**src/rtl/mcu_ld_ctrl.sv**
```systemverilog
// rtl/mcu_ld_ctrl.sv - M_CU load responder: per-element reads, in-order response alignment into the load buffer
// Optional perf counters (perf_cycles_o/perf_stall_o) are built when MCU_LD_PERF_CNT_EN is defined.
module mcu_ld_ctrl #(
  parameter int MAX_VL    = 64,
  parameter int MAX_OUTST = 4,
  parameter int ADDR_W    = 32
) (
  input  logic                      clk,
  input  logic                      rstn,
  input  logic                      ld_vld_i,
  output logic                      ld_rdy_o,
  output logic                      ld_buffered_o,
  input  logic [ADDR_W-1:0]         base_addr_i,
  input  logic [31:0]               stride_i,
  input  logic [2:0]                data_width_i,
  input  logic                      unit_i,
  input  logic                      strided_i,
  input  logic                      idx_i,
  input  logic [$clog2(MAX_VL):0]   vl_i,
  output logic                      rd_req_vld_o,
  input  logic                      rd_req_rdy_i,
  output logic [ADDR_W-1:0]         rd_addr_o,
  input  logic                      rd_resp_vld_i,
  input  logic [31:0]               rd_resp_data_i,
  output logic                      buf_wr_en_o,
  output logic [$clog2(MAX_VL)-1:0] buf_wr_idx_o,
  output logic [31:0]               buf_wr_data_o,
  output logic                      err_o
`ifdef MCU_LD_PERF_CNT_EN
  ,
  output logic [31:0]               perf_cycles_o,
  output logic [31:0]               perf_stall_o
`endif
);

  localparam int VL_W  = $clog2(MAX_VL) + 1;
  localparam int IDX_W = $clog2(MAX_VL);
  localparam int OC_W  = $clog2(MAX_OUTST) + 1;
  localparam int PTR_W = $clog2(MAX_OUTST);

  typedef enum logic [1:0] {IDLE, ISSUE, DRAIN, DONE} state_t;

  state_t            state;
  logic [ADDR_W-1:0] cur_addr;
  logic [ADDR_W-1:0] step_q;
  logic [1:0]        align_mask_q;
  logic [31:0]       data_mask_q;
  logic [VL_W-1:0]   vl_q;
  logic [VL_W-1:0]   issued;
  logic [VL_W-1:0]   recv;
  logic [OC_W-1:0]   outst;
  logic [1:0]        off_fifo [MAX_OUTST];
  logic [PTR_W-1:0]  wr_ptr;
  logic [PTR_W-1:0]  rd_ptr;
  logic              err_q;
  logic              done_pulse;

  logic              accept;
  logic              issue;
  logic              resp_ok;
  logic              stray_resp;
  logic              width_ok;
  logic [2:0]        es_new;
  logic [31:0]       mask_new;

  always_comb begin
    width_ok = 1'b1;
    es_new   = 3'd1;
    mask_new = 32'h0000_00ff;
    case (data_width_i)
      3'b000: begin es_new = 3'd1; mask_new = 32'h0000_00ff; end
      3'b101: begin es_new = 3'd2; mask_new = 32'h0000_ffff; end
      3'b110: begin es_new = 3'd4; mask_new = 32'hffff_ffff; end
      default: width_ok = 1'b0;
    endcase
  end

  assign ld_rdy_o      = (state == IDLE);
  assign accept        = ld_vld_i && ld_rdy_o;
  assign rd_req_vld_o  = (state == ISSUE) && (issued < vl_q) && (outst < OC_W'(MAX_OUTST));
  assign issue         = rd_req_vld_o && rd_req_rdy_i;
  assign resp_ok       = rd_resp_vld_i && (outst != '0);
  assign stray_resp    = rd_resp_vld_i && (outst == '0);
  assign rd_addr_o     = {cur_addr[ADDR_W-1:2], 2'b00};
  assign ld_buffered_o = done_pulse;
  assign err_o         = err_q;

  always_ff @(posedge clk or negedge rstn) begin
    if (!rstn) begin
      state         <= IDLE;
      cur_addr      <= '0;
      step_q        <= '0;
      align_mask_q  <= '0;
      data_mask_q   <= '0;
      vl_q          <= '0;
      issued        <= '0;
      recv          <= '0;
      outst         <= '0;
      wr_ptr        <= '0;
      rd_ptr        <= '0;
      err_q         <= 1'b0;
      done_pulse    <= 1'b0;
      buf_wr_en_o   <= 1'b0;
      buf_wr_idx_o  <= '0;
      buf_wr_data_o <= '0;
      for (int i = 0; i < MAX_OUTST; i++) off_fifo[i] <= '0;
    end else begin
      buf_wr_en_o <= resp_ok;
      done_pulse  <= 1'b0;

      // Responses come back in issue order, so the FIFO head holds this word's byte offset.
      if (resp_ok) begin
        buf_wr_idx_o  <= recv[IDX_W-1:0];
        buf_wr_data_o <= (rd_resp_data_i >> {off_fifo[rd_ptr], 3'b000}) & data_mask_q;
        rd_ptr        <= rd_ptr + 1'b1;
        recv          <= recv + 1'b1;
      end
      if (stray_resp) err_q <= 1'b1;

      if (issue) begin
        off_fifo[wr_ptr] <= cur_addr[1:0];
        wr_ptr           <= wr_ptr + 1'b1;
        cur_addr         <= cur_addr + step_q;
        issued           <= issued + 1'b1;
        if ((cur_addr[1:0] & align_mask_q) != 2'b00) err_q <= 1'b1;
      end

      case ({issue, resp_ok})
        2'b10:   outst <= outst + 1'b1;
        2'b01:   outst <= outst - 1'b1;
        default: outst <= outst;
      endcase

      case (state)
        IDLE: begin
          if (accept) begin
            cur_addr     <= base_addr_i;
            step_q       <= (strided_i && !unit_i && !idx_i) ? ADDR_W'(stride_i) : ADDR_W'(es_new);
            align_mask_q <= 2'(es_new - 3'd1);
            data_mask_q  <= mask_new;
            vl_q         <= vl_i;
            issued       <= '0;
            recv         <= '0;
            err_q        <= !width_ok || stray_resp;
            state        <= (!width_ok || vl_i == '0) ? DONE : ISSUE;
          end
        end
        ISSUE: begin
          if (issue && issued == vl_q - VL_W'(1)) state <= DRAIN;
        end
        DRAIN: begin
          // The final write is registered this cycle, so the pulse lands one cycle after it.
          if ((resp_ok && recv == vl_q - VL_W'(1)) || recv == vl_q) state <= DONE;
        end
        DONE: begin
          done_pulse <= 1'b1;
          state      <= IDLE;
        end
        default: state <= IDLE;
      endcase
    end
  end

`ifdef MCU_LD_PERF_CNT_EN
  always_ff @(posedge clk or negedge rstn) begin
    if (!rstn) begin
      perf_cycles_o <= '0;
      perf_stall_o  <= '0;
    end else if (accept) begin
      perf_cycles_o <= 32'd1;
      perf_stall_o  <= '0;
    end else begin
      if ((state != IDLE || done_pulse) && perf_cycles_o != '1) perf_cycles_o <= perf_cycles_o + 1'b1;
      if (rd_req_vld_o && !rd_req_rdy_i && perf_stall_o != '1) perf_stall_o <= perf_stall_o + 1'b1;
    end
  end
`endif

endmodule

```
**config.mk**
```make
export PLATFORM = sky130hd
export DESIGN_NAME = mcu_ld_ctrl
export DESIGN_NICKNAME = d
export VERILOG_FILES = /design/src/rtl/mcu_ld_ctrl.sv
export SDC_FILE = /design/constraint.sdc
export NUM_CORES = 1
export LEC_CHECK = 0
export BUFFER_PORTS_ARGS = -buffer_cell sky130_fd_sc_hd__clkbuf_2
export CORE_UTILIZATION = 50
export DETAILED_ROUTE_END_ITERATION = 7
export PLACE_DENSITY = 0.86
export SKIP_CTS_REPAIR_TIMING = 1
export SLEW_MARGIN = 5
export SYNTH_ARGS = -nofsm -noshare
export SYNTH_HDL_FRONTEND = slang
export SYNTH_SLANG_ARGS = --single-unit
```
**constraint.sdc**
```tcl
create_clock -name clk -period 3.4 [get_ports clk]
set_input_delay 0.34 -clock clk [delete_from_list [all_inputs] [get_ports clk]]
set_output_delay 0.34 -clock clk [all_outputs]
set_load 0.005 [all_outputs]
```
### Word level (Yosys, flattened, before mapping)

Cells that the tools add are included.

* flip-flop bits (word level): 177
* latch bits: 0
* memory bits (writable): 0
* ROM bits: 0
* input port bits: 114
* output and inout port bits: 75
* word-level logic and storage cells: 110
* memories kept: 0

* add/sub/neg operators: 9
* $mul: 0
* div/mod/pow operators: 0
* $lt $le $gt $ge: 5
* equality and inequality tests: 13
* shift operators: 1
* muxes and demuxes: 31
* bitwise logic cells: 4
* reductions and logical operators: 27

Operators with widths (number)
* 2-to-1 mux 32 bit: 4
* case mux 32 bit (2 select lines): 1
* 2-to-1 mux 7 bit: 6
* adder 32 bit: 1
* AND 32 bit: 1
* >> shifter 32 x 5 -> 32 bit: 1
* == test 7 bit: 3
* adder 7 x 1 -> 7 bit (second input constant): 2
* 2-to-1 mux 2 bit: 7
* case mux 3 bit (2 select lines): 2
* logical AND 1 bit: 11
* bitwise mux 8 bit: 1
* case mux 2 bit (4 select lines): 1
* logical NOT 7 bit: 1
* < comparator 7 bit: 1
* 2-to-1 mux 1 bit: 7
* subtractor 7 x 1 -> 7 bit (second input constant): 1
* == test 2 bit (second input constant): 3
* == test 3 bit (second input constant): 2
* greater-or-equal comparator 3 bit (second input constant): 2
* logical NOT 3 bit: 2
* inverter 2 -> 3 bit: 2
* adder 2 x 1 -> 2 bit (second input constant): 2
* binary-select mux 2 bit (select 2 bit): 1
* 18 further kinds: 25

### Depth between registers and ports, before layout

* depth after elaboration: 8
* mapped depth: 18
* mapped depth without buffers: 15

### Worst setup path before layout

Ideal clock, no wire load.

* path kind: reg2reg
* start: register vl_q[2]
* end: register outst[2]
* setup time: 0.079 ns
* data arrival time: 3.237 ns
* slack: 0.084 ns
* cell stages (with the launch flop): 19
* path through: dfrtp_1 > clkbuf_1 > inv_1 > ha_1 > o21a_1 > o21a_1 > o21ai_0 > a31o_2 > and2_1 > buf_2 > inv_1 > clkbuf_1 > buf_2 > ha_1 > inv_1 > fa_1 > xor2_1 > nor2_1 > xor2_1

* word-level cells in the longest chain between the ends: 6
* elaborated cells on any way between the ends: 8
* classes of those cells: order compare (1); eq/ne (2); mux (1); reduce/logical (4)

RTL lines
* start: declaration: RTL line 48 `logic [VL_W-1:0] vl_q;`
* start signal: assignment: RTL line 141 `vl_q <= vl_i;`
* < comparator 7 bit (*): RTL line 80 `assign rd_req_vld_o = (state == ISSUE) && (issued < vl_q) && (outst < OC_W'(MAX_OUTST));`
* logical AND 1 bit (*) (2 in a row): RTL line 80
* named net rd_req_vld_o: RTL line 20 `output logic rd_req_vld_o,`
* logical AND 1 bit (*): RTL line 81 `assign issue = rd_req_vld_o && rd_req_rdy_i;`
* == test 2 x 1 -> 1 bit / == test 2 bit (equally long branches): RTL line 128 `case ({issue, resp_ok})`
* case mux 3 bit (2 select lines) / nonzero test 2 bit (equally long branches)
* end signal: assignment: RTL line 129 `2'b10: outst <= outst + 1'b1;`
* end signal: assignment: RTL line 130 `2'b01: outst <= outst - 1'b1;`
* end signal: assignment: RTL line 131 `default: outst <= outst;`
* end: declaration: RTL line 51 `logic [OC_W-1:0] outst;`

The timed path passes the listed nets; every way through them passes the cells marked *.
A chain may end at the register's enable or synchronous reset.

### Worst setup path after layout

* start: register cur_addr[0]
* end: register cur_addr[24]

* word-level cells in the longest chain between the ends: 4

RTL lines
* start: declaration: RTL line 44 `logic [ADDR_W-1:0] cur_addr;`
* start signal: assignment: RTL line 123 `cur_addr <= cur_addr + step_q;`
* start signal: assignment: RTL line 137 `cur_addr <= base_addr_i;`
* adder 32 bit (*): RTL line 123
* 2-to-1 mux 32 bit (*): RTL line 120 `if (issue) begin`
* 2-to-1 mux 32 bit: RTL line 136 `if (accept) begin`
* 2-to-1 mux 32 bit (*): RTL line 134 `case (state)`

Every way passes the cells marked *; elsewhere a longest branch is shown, timed or not.

==> results by group <==
Status
  • Status: finished, violations left
  • Failing checks: negative hold slack

Clock tree
  • Clock Tree Root: clkbuf_16
  • Clk buf depth: 2
  • Skew-Pair Late Insertion Delay: approximately 430 ps
  • CTS tree: done
  • Reg clk slew, reported paths: about 60 ps
  • Clock sink count: 147
  • CTS buffer count: 17
  • CTS H-tree lvls: 4

Drt
  • Total Routed Length: 22100 um
  • DRT Pass-1 Iters: 4
  • Via Count: just under 8k
  • Routed len/inst: between 15 and 20 um
  • Number of remaining DRC errors: 0
  • Antenna violation net count after detailed routing: 0
  • Drt initial violations: slightly below 500
  • Vias/cell: 5.673

Place
  • IO buf count: 186
  • Detail Placement HPWL: 16060 um
  • Area after DPL: approximately 9700 um2
  • Placement Setup Slack: between 200 and 250 ps
  • Gpl congestion: between 0.9 and 1

Flow run
  • Max Cap Viol: 0

Power
  • Cell Pwr Density: approximately 650 nW/um2
  • Reported leakage power: between 5 and 6 nW
  • Overall Power: 6.644 mW
  • Maximum VDD drop: 0.0004418 V

Critical path
  • Worst R2R Setup Slack: 240 ps
  • RR Endpoint: cur_addr[24]$_DFF_PN0_
  • WP data required: about 3700 ps
  • Worst r2r path cells: 11
  • Worst-path cell chain: ha_1 -> fa_1 -> a21oi_1 -> o211ai_1 -> a221o_1 -> a31o_4 -> a31oi_1 -> and3b_1 -> a31oi_1 -> xnor2_1 -> a221o_1
  • Slowest-stage cell, CP: fa_1
  • CP Launch Type: flop
  • Crit path DAT: around 3500 ps
  • CP Class: reg2reg
  • Worst R2R Start: cur_addr[0]$_DFF_PN0_
  • Top Family by Delay on Critical Path: compound AO/OA/AOI/OAI gates
  • Critical path depth in cells: 11
  • Worst path max stage delay: ~420 ps
  • Critical Path End Type: flop
  • CP max FO: 6
  • WP buf/inv: 0

Synth
  • Most used DFF post-synth: dfrtp_1
  • Average size of a mapped cell: around 8.9 um2
  • Post-synthesis sequential area ratio: a little over two fifths
  • Mapped cell area: between 8000 and 9000 um2
  • Seq cells post-synth: about 150
  • Asr flop ratio synth: 100.0%
  • Synth Instances: about 1000
  • Synth Warn #: 0
  • Yosys cell types: between 50 and 60
  • EDFF count, synth: 0

Timing
  • Minimum clock period: around 3200 ps
  • Final Hold Viols: 18
  • Skew final: slightly above 9 ps
  • Final setup vio count: 0
  • Hold_ws: -23.62 ps
  • Fmax: 0.3163 GHz
  • RSZ-0062 raised after global routing: no
  • Setup WS post-layout: approximately 240 ps
  • Max-slew violations: 0
  • Worst slew pin tran: between 800 and 900 ps
  • Setup_tns: 0 ps
  • Final period util: around 93%
  • Rel. slew slack: between 40% and 50%

Die
  • Core box area: ~17000 um2
  • Die width: around 130 um
  • Die ar.: 18140 um2
  • # rows: between 40 and 50
  • Die Ht: between 100 and 150 um
  • Starting Density: between 50 and 60%
  • Ports: 189

Finish
  • Commonest non-fill, non-tap cell in the layout: clkbuf_2
  • Final instance area: 10280 um2
  • Layout cells sized above 1: between 20% and 30%
  • N_diodes: 0
  • Most frequent cells in the layout: clkbuf_2, nand2_1, dfrtp_1
  • Fill count: approximately 1.4k
  • Area grow syn2layout: 16.78%
  • Final net count: about 1.3k

Worst hold path
  • Hold WC Path Type: in2async

Global routing
  • Pin count of the biggest net entering global routing: 90
  • Remaining Overflow, GRT: 0
  • GR Util All Layers: about a quarter
  • Number of global-route vias before repair: roughly 7.5k
  • Antenna violations before repair: 0
  • First-pass GRT wire length: approximately 36000 um
routing by layer:
metal	routed length, um	up-vias	share of wire [%]	global-route usage, %
li1	-	3679	-	-
met1	9612	3725	44	32.20
met2	10680	271	48	42.18
met3	1253	46	5.7	4.767
met4	552	0	2.5	9.363
met5	0	-	0	0
report_power, final:
part | switching (mW) | leakage [nW] | internal, mW | total (mW)
sequential | 0.379 | 1.96 | 2.10 | 2.48
combinational | 1.33 | 2.97 | 0.952 | 2.28
clock | 0.836 | 0.294 | 1.05 | 1.88
total | 2.55 | 5.23 | 4.10 | 6.64
worst max-delay path by stage:
stage | endpoint | slack, ps | startpoint
final | cur_addr[24]$_DFF_PN0_ | 240 | cur_addr[0]$_DFF_PN0_
after detailed placement | cur_addr[24]$_DFF_PN0_ | 240 | cur_addr[0]$_DFF_PN0_
after CTS | cur_addr[24]$_DFF_PN0_ | 220 | cur_addr[0]$_DFF_PN0_
after floorplan | outst[2]$_DFFE_PN0P_ | 80 | vl_q[2]$_DFFE_PN0P_
after global routing | cur_addr[24]$_DFF_PN0_ | 20 | cur_addr[0]$_DFF_PN0_
after global placement | cur_addr[24]$_DFF_PN0_ | 310 | cur_addr[0]$_DFF_PN0_
sequential cells by signal, indices dropped and copies added (netlist names), 2 cells and up:
register / flops
buf_wr_data_o: 32
off_fifo: 8
step_q: 32
recv: 7
vl_q: 7
wr_ptr: 2
rd_ptr: 2
cur_addr: 32
buf_wr_idx_o: 6
state: 2
align_mask_q: 2
data_mask_q: 2
outst: 3
issued: 7
kinds of logic (layout without fill, tap and decap cells):
family	Yosys count	count (layout)	share of synthesized area (%)
other	1	2	0.04259
AO/OA/AOI/OAI	235	235	16.70
adder cells (fa/ha/maj)	52	52	7.560
flip-flops	147	147	41.78
buffers and inverters	108	253	6.025
AND/OR/NAND/NOR	354	354	17.83
XOR/XNOR	64	64	6.366
multiplexers	29	29	3.695
worst reg2reg max path, delay by kind of cell (launching register included):
kind / cells / cell delay (ps)
AND/OR/NAND/NOR: 1 / 200
XOR/XNOR: 1 / 90
adder cells (fa/ha/maj): 2 / 660
flip-flops: 1 / 380
AO/OA/AOI/OAI: 7 / 1710
per-stage QoR:
stage / std cells / util [%]
2_1_floorplan: 991 / -
3_3_place_gp: 1329 / 56.21
3_5_place_dp: 1329 / 56.21
4_1_cts: 1361 / 59.65
5_1_grt: 1361 / 59.65
6_report: 1361 / 59.65
layout make-up:
cell class | count | area (um2) | area share, %
Tap cell | 225 | 281.5 | 2.738
Sequential cell | 147 | 3679 | 35.78
Clock inverter | 15 | 168.9 | 1.643
Clock buffer | 17 | 425.4 | 4.137
Multi-Input combinational cell | 736 | 4609 | 44.83
Timing Repair Buffer | 196 | 1025 | 9.966
Inverter | 25 | 93.84 | 0.9126
Yosys cell counts (all sizes together) (2+ instances only):
cell | instances | area, um2
nand2 | 178 | 668.1
dfrtp | 147 | 3679
a21oi | 76 | 384.1
o21ai | 67 | 335.3
nor2 | 64 | 240.2
ha | 50 | 625.6
buf | 45 | 294.0
nand3 | 45 | 225.2
clkbuf | 38 | 142.6
xnor2 | 38 | 332.8
a22o | 26 | 227.7
xor2 | 26 | 227.7
inv | 25 | 93.84
mux2i | 19 | 190.2
a31oi | 13 | 81.33
nor2b | 13 | 81.33
a211oi | 9 | 67.56
nand4 | 9 | 56.30
o211ai | 9 | 67.56
and3 | 8 | 50.05
mux2 | 8 | 90.09
nor3 | 8 | 50.05
a21o | 6 | 45.04
a221o | 6 | 60.06
and2 | 6 | 37.54
a31o | 5 | 52.55
nand2b | 4 | 25.02
nor4 | 4 | 25.02
o21a | 4 | 30.03
or3 | 4 | 25.02
nand3b | 3 | 22.52
nor3b | 3 | 27.52
o21bai | 3 | 22.52
or2 | 3 | 18.77
a21boi | 2 | 15.01
a221oi | 2 | 23.77
fa | 2 | 40.04
mux4 | 2 | 45.04
(Power assumes the default switching activity.)
